[config.mk]
export PLATFORM = sky130hd
export DESIGN_NAME = dff_pipe_vr_flat
export DESIGN_NICKNAME = d
export VERILOG_FILES = /design/src/rtl/dff_pipe_vr_if.sv /design/src/rtl/dff_pipe_vr.sv /design/src/flat_wrapper.sv
export SDC_FILE = /design/constraint.sdc
export NUM_CORES = 1
export LEC_CHECK = 0
export CAP_MARGIN = 20
export CORE_UTILIZATION = 45
export DETAILED_ROUTE_END_ITERATION = 8
export GPL_TIMING_DRIVEN = 0
export HOLD_SLACK_MARGIN = 0.05
export MAX_ROUTING_LAYER = met4
export PLACE_DENSITY_LB_ADDON = 0.1
export RECOVER_POWER = 50
export SLEW_MARGIN = 20
export SYNTH_ARGS = -nofsm -noshare
export SYNTH_HDL_FRONTEND = slang
export SYNTH_SLANG_ARGS = --single-unit
[constraint.sdc]
create_clock -name clk -period 1.65 [get_ports clk]
set_clock_uncertainty 0.1 [all_clocks]
set_input_delay 0.165 -clock clk [delete_from_list [all_inputs] [get_ports clk]]
set_output_delay 0.165 -clock clk [all_outputs]
set_load 0.01 [all_outputs]
[src/rtl/dff_pipe_vr_if.sv]
// Valid/ready bundle for dff_pipe_vr: upstream push side, downstream pop side
// and the occupancy count.
interface dff_pipe_vr_if #(
  parameter int WIDTH = 8,
  parameter int DEPTH = 3
);
  localparam int CW = $clog2(DEPTH + 1);

  logic             in_valid;
  logic             in_ready;
  logic [WIDTH-1:0] in_data;
  logic             out_valid;
  logic             out_ready;
  logic [WIDTH-1:0] out_data;
  logic [CW-1:0]    count;

  modport master (
    output in_valid,
    output in_data,
    output out_ready,
    input  in_ready,
    input  out_valid,
    input  out_data,
    input  count
  );

  modport slave (
    input  in_valid,
    input  in_data,
    input  out_ready,
    output in_ready,
    output out_valid,
    output out_data,
    output count
  );
endinterface

[src/rtl/dff_pipe_vr.sv]
// Elastic DEPTH-stage register pipeline with valid/ready and bubble collapse.
// Optional synchronous flush of all valid bits with DFF_PIPE_VR_FLUSH_EN.
module dff_pipe_vr #(
  parameter int WIDTH = 8,
  parameter int DEPTH = 3
) (
  input logic          clk,
  input logic          async_rst_n,
`ifdef DFF_PIPE_VR_FLUSH_EN
  input logic          flush,
`endif
  dff_pipe_vr_if.slave bus
);
  localparam int CW = $clog2(DEPTH + 1);

  logic [DEPTH-1:0] v_q;
  logic [DEPTH-1:0] v_d;
  logic [DEPTH-1:0] r;
  logic [WIDTH-1:0] d_q [DEPTH];
  logic [WIDTH-1:0] d_d [DEPTH];
  logic [CW-1:0]    count_q;
  logic [CW-1:0]    count_d;
  logic             flush_w;
  logic             push;
  logic             pop;
  logic             rdy;

`ifdef DFF_PIPE_VR_FLUSH_EN
  assign flush_w = flush;
`else
  assign flush_w = 1'b0;
`endif

  // Ready ripples from the output back to stage 0 (intended long path).
  always_comb begin
    rdy = bus.out_ready;
    r   = '0;
    for (int i = DEPTH - 1; i >= 0; i--) begin
      rdy  = !v_q[i] || rdy;
      r[i] = rdy;
    end
  end

  assign bus.in_ready  = r[0] && !flush_w;
  assign bus.out_valid = v_q[DEPTH-1];
  assign bus.out_data  = d_q[DEPTH-1];
  assign bus.count     = count_q;

  assign push = bus.in_valid && bus.in_ready;
  assign pop  = v_q[DEPTH-1] && bus.out_ready;

  always_comb begin
    v_d = v_q;
    d_d = d_q;
    if (r[0]) begin
      v_d[0] = bus.in_valid;
      d_d[0] = bus.in_data;
    end
    for (int i = 1; i < DEPTH; i++) begin
      if (r[i]) begin
        v_d[i] = v_q[i-1];
        d_d[i] = d_q[i-1];
      end
    end
    // Flush drops occupancy only; payload registers keep their contents.
    if (flush_w) begin
      v_d = '0;
      d_d = d_q;
    end
  end

  always_comb begin
    count_d = count_q;
    if (flush_w)
      count_d = '0;
    else if (push && !pop)
      count_d = count_q + CW'(1);
    else if (pop && !push)
      count_d = count_q - CW'(1);
  end

  always_ff @(posedge clk or negedge async_rst_n) begin
    if (!async_rst_n) begin
      v_q     <= '0;
      count_q <= '0;
      for (int i = 0; i < DEPTH; i++)
        d_q[i] <= '0;
    end else begin
      v_q     <= v_d;
      count_q <= count_d;
      d_q     <= d_d;
    end
  end
endmodule

[src/flat_wrapper.sv]
// flat-port wrapper written by rule: the top's interface ports become plain ports
module dff_pipe_vr_flat 
#(
  parameter int WIDTH = 8,
  parameter int DEPTH = 3
)
  (clk, async_rst_n, bus_in_valid, bus_in_data, bus_out_ready, bus_in_ready, bus_out_valid, bus_out_data, bus_count);
  dff_pipe_vr_if #(.WIDTH(WIDTH), .DEPTH(DEPTH)) bus_i ();
  input logic clk;
  input logic async_rst_n;
  input wire logic [$bits(bus_i.in_valid)-1:0] bus_in_valid;
  input wire logic [$bits(bus_i.in_data)-1:0] bus_in_data;
  input wire logic [$bits(bus_i.out_ready)-1:0] bus_out_ready;
  output wire logic [$bits(bus_i.in_ready)-1:0] bus_in_ready;
  output wire logic [$bits(bus_i.out_valid)-1:0] bus_out_valid;
  output wire logic [$bits(bus_i.out_data)-1:0] bus_out_data;
  output wire logic [$bits(bus_i.count)-1:0] bus_count;
  assign bus_i.in_valid = bus_in_valid;
  assign bus_i.in_data = bus_in_data;
  assign bus_i.out_ready = bus_out_ready;
  assign bus_in_ready = bus_i.in_ready;
  assign bus_out_valid = bus_i.out_valid;
  assign bus_out_data = bus_i.out_data;
  assign bus_count = bus_i.count;
  dff_pipe_vr #(.WIDTH(WIDTH), .DEPTH(DEPTH)) u_core (.clk(clk), .async_rst_n(async_rst_n), .bus(bus_i));
endmodule
# Yosys cells after proc, flatten, opt, wreduce, memory -nomap -nowiden
# Index checks and enable logic that the tools add are counted.
# word_totals
reg_bits	29
in_bits	12
# classes
n_addsub	2
muxes	2
n_reduce_logical	13
# ops
op	count
1-bit logical NOT	5
1-bit logical AND	4
2-bit two-way mux	2
1-bit logical OR	3
2-bit by 1-bit adder with 2-bit output (second input constant)	1
2-bit nonzero test	1
2-bit by 1-bit subtractor with 2-bit output (second input constant)	1

# Depth between registers and ports, before layout
# Gate-level depths: netlist of run 1.
# depth
ltp_word	9
ltp_mapped	9
ltp_nobuf	7

# Worst setup path before layout of run 1
# Ideal clock, no wire load.
# synth_path
path_type	register to register
from	reg u_core.v_q[2]
to	reg u_core.count_q[1] (netlist: u_core.bus.count[1])
arrival_ns	1.666
required_time_ns	1.471
setup_slack_ns	-0.195
stages_incl_launch_ff	10
path_buffers	2
path_cell_list	dfrtp_1 -> nor2b_2 -> buf_6 -> nand3_4 -> buf_6 -> and2_1 -> ha_1 -> xor2_1 -> nor2_1 -> xor2_1
# synth_via
elab_chain_len	8
word_cells_on_any_way	12
# synth_lines
item	line	text
from (decl)	dff_pipe_vr.sv:16	logic [DEPTH-1:0] v_q;
from (signal assigned)	dff_pipe_vr.sv:89	v_q <= v_d;
1-bit logical NOT (*)	dff_pipe_vr.sv:39	rdy = !v_q[i] || rdy;
1-bit logical OR (*) (3 in a row)	dff_pipe_vr.sv:39	
net bus_in_ready	flat_wrapper.sv:14	output wire logic [$bits(bus_i.in_ready)-1:0] bus_in_ready;
1-bit logical AND (*)	dff_pipe_vr.sv:49	assign push = bus.in_valid && bus.in_ready;
1-bit logical NOT	dff_pipe_vr.sv:78	else if (pop && !push)
1-bit logical AND	dff_pipe_vr.sv:78	
2-bit nonzero test (no line)	n/a	
to (signal assigned)	dff_pipe_vr.sv:90	count_q <= count_d;
to (decl)	dff_pipe_vr.sv:21	logic [CW-1:0] count_q;
# Mark *: on every way through the listed nets, which the timed path passes. The rest lies on a longest branch.
# A chain may end at the register's enable or synchronous reset.

# Final worst setup path of run 1
# layout_path
from	reg u_core.d_q, in the netlist u_core.bus.out_data[3]
to	out bus_out_data[3]
# layout_rtl
item	line	text
from (decl)	dff_pipe_vr.sv:19	logic [WIDTH-1:0] d_q [DEPTH];
from (signal, indexed assignment)	dff_pipe_vr.sv:87	d_q[i] <= '0;
from (signal assigned)	dff_pipe_vr.sv:91	d_q <= d_d;
to (decl)	flat_wrapper.sv:16	output wire logic [$bits(bus_i.out_data)-1:0] bus_out_data;
# No word-level cell between the ends.

==> results of run 1 <==
critical path, delay by kind of cell (launching register included):
family / cells / cell delay, ns
buffers and inverters: 2 / 0.60
DFF: 1 / 0.38
logic make-up after synthesis:
logic type | Yosys count
XOR/XNOR | 3
adder cells (fa/ha/maj) | 1
buffers and inverters | 11
flip-flops | 29
multiplexers | 16
AND/OR/NAND/NOR | 34
repair_timing:
action	4_1_cts	5_1_grt
endpoints found under the setup margin	3	8
cloned	0	0
endpoints found under the hold margin	29	0
resized for setup	5	1
hold buffers	1	0
pin swaps	2	3
setup buffers	4	2
placed cells by master (no fill, tap or decap), types with 2 or more instances in the layout:
cell	netlist	final
dfrtp_1	29	29
buf_4	8	14
mux2_4	7	7
nand2b_1	3	3
xor2_1	2	2
clkbuf_4	0	5
mux2_2	9	9
nand2_1	25	25
clkdlybuf4s50_1	0	20
clkbuf_1	1	2
flip-flops by register name, indices dropped and copies added, names as in the netlist:
signal,flops
u_core.d_q,16
u_core.bus.out_data,8
u_core.v_q,3
u_core.bus.count,2
stage by stage:
step                instance area [um2]  hold WS [ns]
floorplan                          1240        -0.231
finish                             1590         0.309
global placement                   1510         0.350
global route                       1590         0.343
CTS                                1600         0.294
detailed placement                 1510         0.117
power breakdown:
group / switching [mW] / leakage [nW] / internal [mW]
sequential: 0.0750 / 0.338 / 0.832
clock: 0.230 / 0.0314 / 0.201
combinational: 0.177 / 0.394 / 0.308
total: 0.483 / 0.763 / 1.34
path summary, 6_finish.rpt:
| kind | from | end | slack (ns) | depth (start not counted) |
|---|---|---|---|---|
| setup / recovery | u_core.bus.out_data[3] | bus_out_data[3] | 0.08 | 2 |
| hold / removal | async_rst_n | u_core.bus.out_data[4] | 0.31 | 2 |
| setup reg to reg | u_core.v_q[2] | u_core.bus.count[1] | 0.09 | 7 |
| hold reg to reg | u_core.bus.count[1] | u_core.bus.count[1] | 0.37 | 1 |
| max in group asynchronous | async_rst_n | u_core.bus.out_data[1] | 0.69 | 2 |
| min in group clk | bus_in_valid | u_core.v_q[0] | 0.34 | 2 |
layer usage:
layer  part of all wire, %  vias to the layer above
met4                   1.9                        0
li1                      -                      361
met1                    44                      358
met2                    48                       23
met5                     0                        -
met3                   6.0                        7
final cells by class:
cell class | count | area share, %
clock buffers | 7 | 3.47
well taps | 30 | 2.36
flip-flops and latches | 29 | 45.7
repair buffers | 30 | 17.5
plain buffers | 9 | 4.02
multi-input cells | 54 | 27.0
==> results.json, run 1 <==
{
  "status": "completed",
  "synth.net_count": 107,
  "synth_compound_area_share_pct": 0,
  "clk_latency_ns": 0.32,
  "max_stage_delay_ns": 0.47,
  "firstDrtPassIters": 4,
  "place_ws_ns": -0.486,
  "worstSetupStartpointType": "flop",
  "final_net_count": 142,
  "synthAdderAreaFrac_pct": 1.03,
  "initial_core_util_pct": 48.4,
  "cts.clk_slew.worst_paths_ns": 0.08,
  "fillCellCount": 225,
  "yosysWarningCount": 0,
  "grt_use_met3_pct": 5.93,
  "hp-class": "in -> async",
  "timing.final.max_slew_violations": 0,
  "crit_required_ns": 1.38,
  "syn_avg_cell_area_um2": 13.0,
  "htree_levels": 2,
  "powerDensity_mw_per_mm2": 1150,
  "core-area_mm2": 0.00252,
  "relSlewSlack_pct": 53.0,
  "syn2layout_area_growth_pct": 30.2,
  "multi_input_area_um2": 428,
  "dp.cells": 147,
  "tns_ns": 0,
  "setup_ws_ns": 0.0825,
  "period_share_pct": 95.0,
  "grt_pass1_vias": 724,
  "synthArstFlopShare_pct": 100,
  "critPathKind": "reg -> out",
  "grt.total_usage_pct": 18.4,
  "wl_per_cell_um": 12.7,
  "synth_area_leaders": "dfrtp_1, mux2_4, mux2_2",
  "finalCriticalPeriod_ns": 1.57,
  "synth_most_common_cell": "dfrtp_1",
  "vias": 749,
  "irDropWorstVdd_mv": 0.840,
  "drive_gt1_share_pct": 33.3,
  "syn_area_mm2": 0.00122,
  "syn_inst": 94,
  "synth-edff-count": 0,
  "tightest_slew_ns": 0.704,
  "io_pins": 24,
  "avgViaCountPerCell": 4.71,
  "initialDrtViolationCount": 3,
  "cts_buffers": 5,
  "finalSetupViolCount": 0,
  "seq_area_frac_synth_pct": 59.5,
  "routed_wl_um": 2020,
  "drc": 0,
  "antenna_found_initial": 0,
  "regArea_um2": 726,
  "yosysTopAreaCellShare_pct": 59.5,
  "rows": 18,
  "arrival_ns": 1.30,
  "grtUsageMet1_pct": 21.3,
  "maxCapViolations": 0,
  "p_total_mw": 1.82,
  "dieArea_mm2": 0.00292,
  "cp_cell_sequence": "buf_4 > clkdlybuf4s50_1",
  "met2_usage_pct": 27.0,
  "top_usage_layer": "met2",
  "overflow": 0,
  "detailed_place_hpwl_um": 1330,
  "synth-main-ff-cell": "dfrtp_1",
  "synth_mux_area_share_pct": 16.9,
  "cts_tree": "yes",
  "rsz0062_at_grt": "true",
  "port-buffer-count": 23,
  "synth-seq-cells": 29,
  "synth_xor_area_share_pct": 2.15,
  "fp.dieW_um": 54.1,
  "slowest_stage": "clkdlybuf4s50_1",
  "p_leak_nw": 0.763,
  "final_core_util_pct": 62.9,
  "clockBufferDepth": 2,
  "diodes": 0,
  "ant_nets": 0,
  "dieHeight_um": 54.1,
  "place.gp.congestion": 0.688,
  "clock_sinks": 29,
  "endpoint_kind": "output pin",
  "final_cells": 159,
  "fmax_ghz": 0.638,
  "netlist_top_cells_count": "dfrtp_1, nand2_1, mux2_2",
  "grt_max_degree": 30,
  "synth_top_family_by_area": "multiplexers",
  "yosysTopAreaCell": "dfrtp_1",
  "root_buffer": "clkbuf_4",
  "grt_pass1_wl_um": 3370,
  "cp_max_fo": 2,
  "synth_cell_type_count": 17,
  "hold_viol": 0,
  "synth-simple-area-share_pct": 13.3
}
(Power assumes the default switching activity.)
==> run 2, diff against run 1 <==
Clock period 1.65 ns to 1.3 ns, I/O delays scaled along.
==> run 2 against run 1 <==
The flow now finishes with violations (setup timing). Total power up 29%. Clock power up 23%. Largest cell class unchanged. Highest routed layer unchanged. Hold slack worse by 0.013 ns. Core utilization up 3.2 points. Cell area up 5.1%. Sequential share of layout area down 2.2 points. Clock-buffer cell count unchanged. Largest power group unchanged. Sequential power up 27%. Final cell count up 8.2%. Combinational power up 38%. Critical path depth up 6. Sequential cell count unchanged.
==> results.json, run 2 (synthesis gave the netlist of run 1 again) <==
{
  "status": "finished with violations",
  "violations": "setup timing",
  "grt_pass1_vias": 743,
  "dieArea_mm2": 0.00292,
  "cts_buffers": 5,
  "place.gp.congestion": 0.743,
  "hp-class": "in -> async",
  "core-area_mm2": 0.00252,
  "relSlewSlack_pct": 53.7,
  "cp_cell_sequence": "nor2b_4 > nand3_4 > buf_8 > and2_4 > ha_4 > xor2_1 > nor2_1 > xor2_1",
  "r2r-start": "u_core.v_q[2]",
  "root_buffer": "clkbuf_4",
  "reg2reg_depth": 8,
  "diodes": 0,
  "place_ws_ns": -0.767,
  "max_stage_delay_ns": 0.36,
  "p_seq_share_pct": 48.9,
  "period_share_pct": 125,
  "r2r_end": "u_core.bus.count[1]",
  "p_comb_share_pct": 28.5,
  "io_pins": 24,
  "regArea_um2": 726,
  "detailed_place_hpwl_um": 1360,
  "fp.dieW_um": 54.1,
  "placedInstanceArea_mm2": 0.00151,
  "syn2layout_area_growth_pct": 36.8,
  "powerDensity_mw_per_mm2": 1410,
  "final_area_mm2": 0.00167,
  "cpMostUsedCell": "xor2_1",
  "crit_required_ns": 1.44,
  "final_net_count": 155,
  "tightest_slew_ns": 0.694,
  "initialDrtViolationCount": 3,
  "multi_input_area_um2": 428,
  "fmax_ghz": 0.614,
  "clock_sinks": 29,
  "finalCriticalPeriod_ns": 1.63,
  "critPathKind": "reg -> reg",
  "regMostFlops": "u_core.d_q",
  "rrSetupSlack_ns": -0.33,
  "irDropWorstVdd_mv": 0.968,
  "worstSetupStartpointType": "flop",
  "vias": 802,
  "routed_wl_um": 2180,
  "dp.cells": 147,
  "power.switching_mw": 0.627,
  "overflow": 0,
  "finalSetupViolCount": 21,
  "grt_max_degree": 30,
  "clk_latency_ns": 0.31,
  "drive_gt1_share_pct": 46.5,
  "port-buffer-count": 23,
  "largest_register_ffs": 16,
  "switching_share_pct": 26.7,
  "avgViaCountPerCell": 4.66,
  "cts.clk_slew.worst_paths_ns": 0.08,
  "maxCapViolations": 0,
  "clockBufferDepth": 2,
  "rows": 18,
  "pwr-share-clk_pct": 22.6,
  "mostFrequentLayoutCell": "dfrtp_1",
  "layout_common_cells": "dfrtp_1, nand2_1, buf_4",
  "dieHeight_um": 54.1,
  "grt_pass1_wl_um": 3510,
  "antenna_found_initial": 0,
  "htree_levels": 2,
  "cts_tree": "yes",
  "timing.final.max_slew_violations": 0,
  "slowest_stage": "dfrtp_1",
  "endpoint_kind": "flop",
  "p_int_mw": 1.72,
  "arrival_ns": 1.77,
  "drc": 0,
  "wl_per_cell_um": 12.7,
  "rsz0062_at_grt": "true",
  "ant_nets": 0,
  "initial_core_util_pct": 48.4,
  "final_cells": 172,
  "cp_max_fo": 3,
  "hold_viol": 0,
  "fillCellCount": 209,
  "p_leak_nw": 0.842,
  "setup_ws_ns": -0.327,
  "firstDrtPassIters": 4,
  "grt.total_usage_pct": 19.0
}
## run 2: cell count changes in the layout (fill, tap and decap cells not counted)
cell / previous run / this run
dlygate4sd2_1: 0 / 2
clkbuf_1: 2 / 1
buf_4: 14 / 21
clkdlybuf4s50_1: 20 / 10
clkbuf_2: 1 / 9
buf_8: 0 / 1
buf_2: 1 / 2
dlymetal6s2s_1: 1 / 0
buf_6: 0 / 6
## run 2: area by class of cell
class	instances	area share [%]
Timing Repair Buffer	42	20.5
Multi-Input combinational cell	54	25.6
Clock buffer	7	3.30
Buffer	10	4.80
Sequential cell	29	43.5
Tap cell	30	2.25
## run 2: worst max-delay path, delay by kind of cell, from the launching register on
family | cells | cell delay, ns
AND/OR/NAND/NOR | 4 | 0.53
adder cells (fa/ha/maj) | 1 | 0.15
flip-flops | 1 | 0.36
XOR/XNOR | 2 | 0.29
buffers and inverters | 1 | 0.13
## run 2: worst max path at each step
stage	start	to
after floorplan	u_core.v_q[2]	u_core.bus.count[1]
after global placement	bus_out_ready	u_core.bus.count[1]
after global routing	u_core.v_q[2]	u_core.bus.count[1]
final	u_core.v_q[2]	u_core.bus.count[1]
after CTS	u_core.v_q[2]	u_core.bus.count[1]
after detailed placement	bus_out_ready	u_core.bus.count[1]
## run 2: what timing repair did
item	CTS	global route
hold endpoints to repair	29	0
gates resized for setup	26	16
cloned	0	0
endpoints found under the setup margin	30	29
hold buffers	1	0
setup buffers	13	5
pin swaps	3	2
## run 2: power groups by stage
stage                     Clock (mW)  Sequential, mW  Combinational (mW)
after floorplan                    0            1.17               0.342
after global placement             0            1.16               0.601
after detailed placement           0            1.18               0.611
after CTS                      0.548            1.15               0.678
after global routing           0.601            1.17               0.740
final                          0.531            1.15               0.668
## run 2: metal layers
metal  global-route usage [%]  part of all wire, %  up-vias  wire length (um)
met3                     9.32                  6.6        5               143
met2                     26.5                   52       28              1130
met4                     7.69                  1.7        0                36
li1                         -                    -      389                 -
met5                        -                    0        -                 0
met1                     23.3                   40      380               866
## run 2: stage by stage
step                power [mW]  utilization, %  setup TNS [ns]  hold WS [ns]
detailed placement        1.79            59.7           -9.20        0.0830
floorplan                 1.51               -           -2.40        -0.266
CTS                       2.37            66.5           -4.60         0.284
finish                    2.35            66.2           -4.89         0.296
global route              2.51            66.2           -6.30         0.309
global placement          1.77            59.9          -20.99         0.352
==> run 3, diff against run 2 <==
Settings changed: CAP_MARGIN 20 to 5.
==> results of run 3 <==
The final DEF is identical to that of run 2; final timing and power are the same.
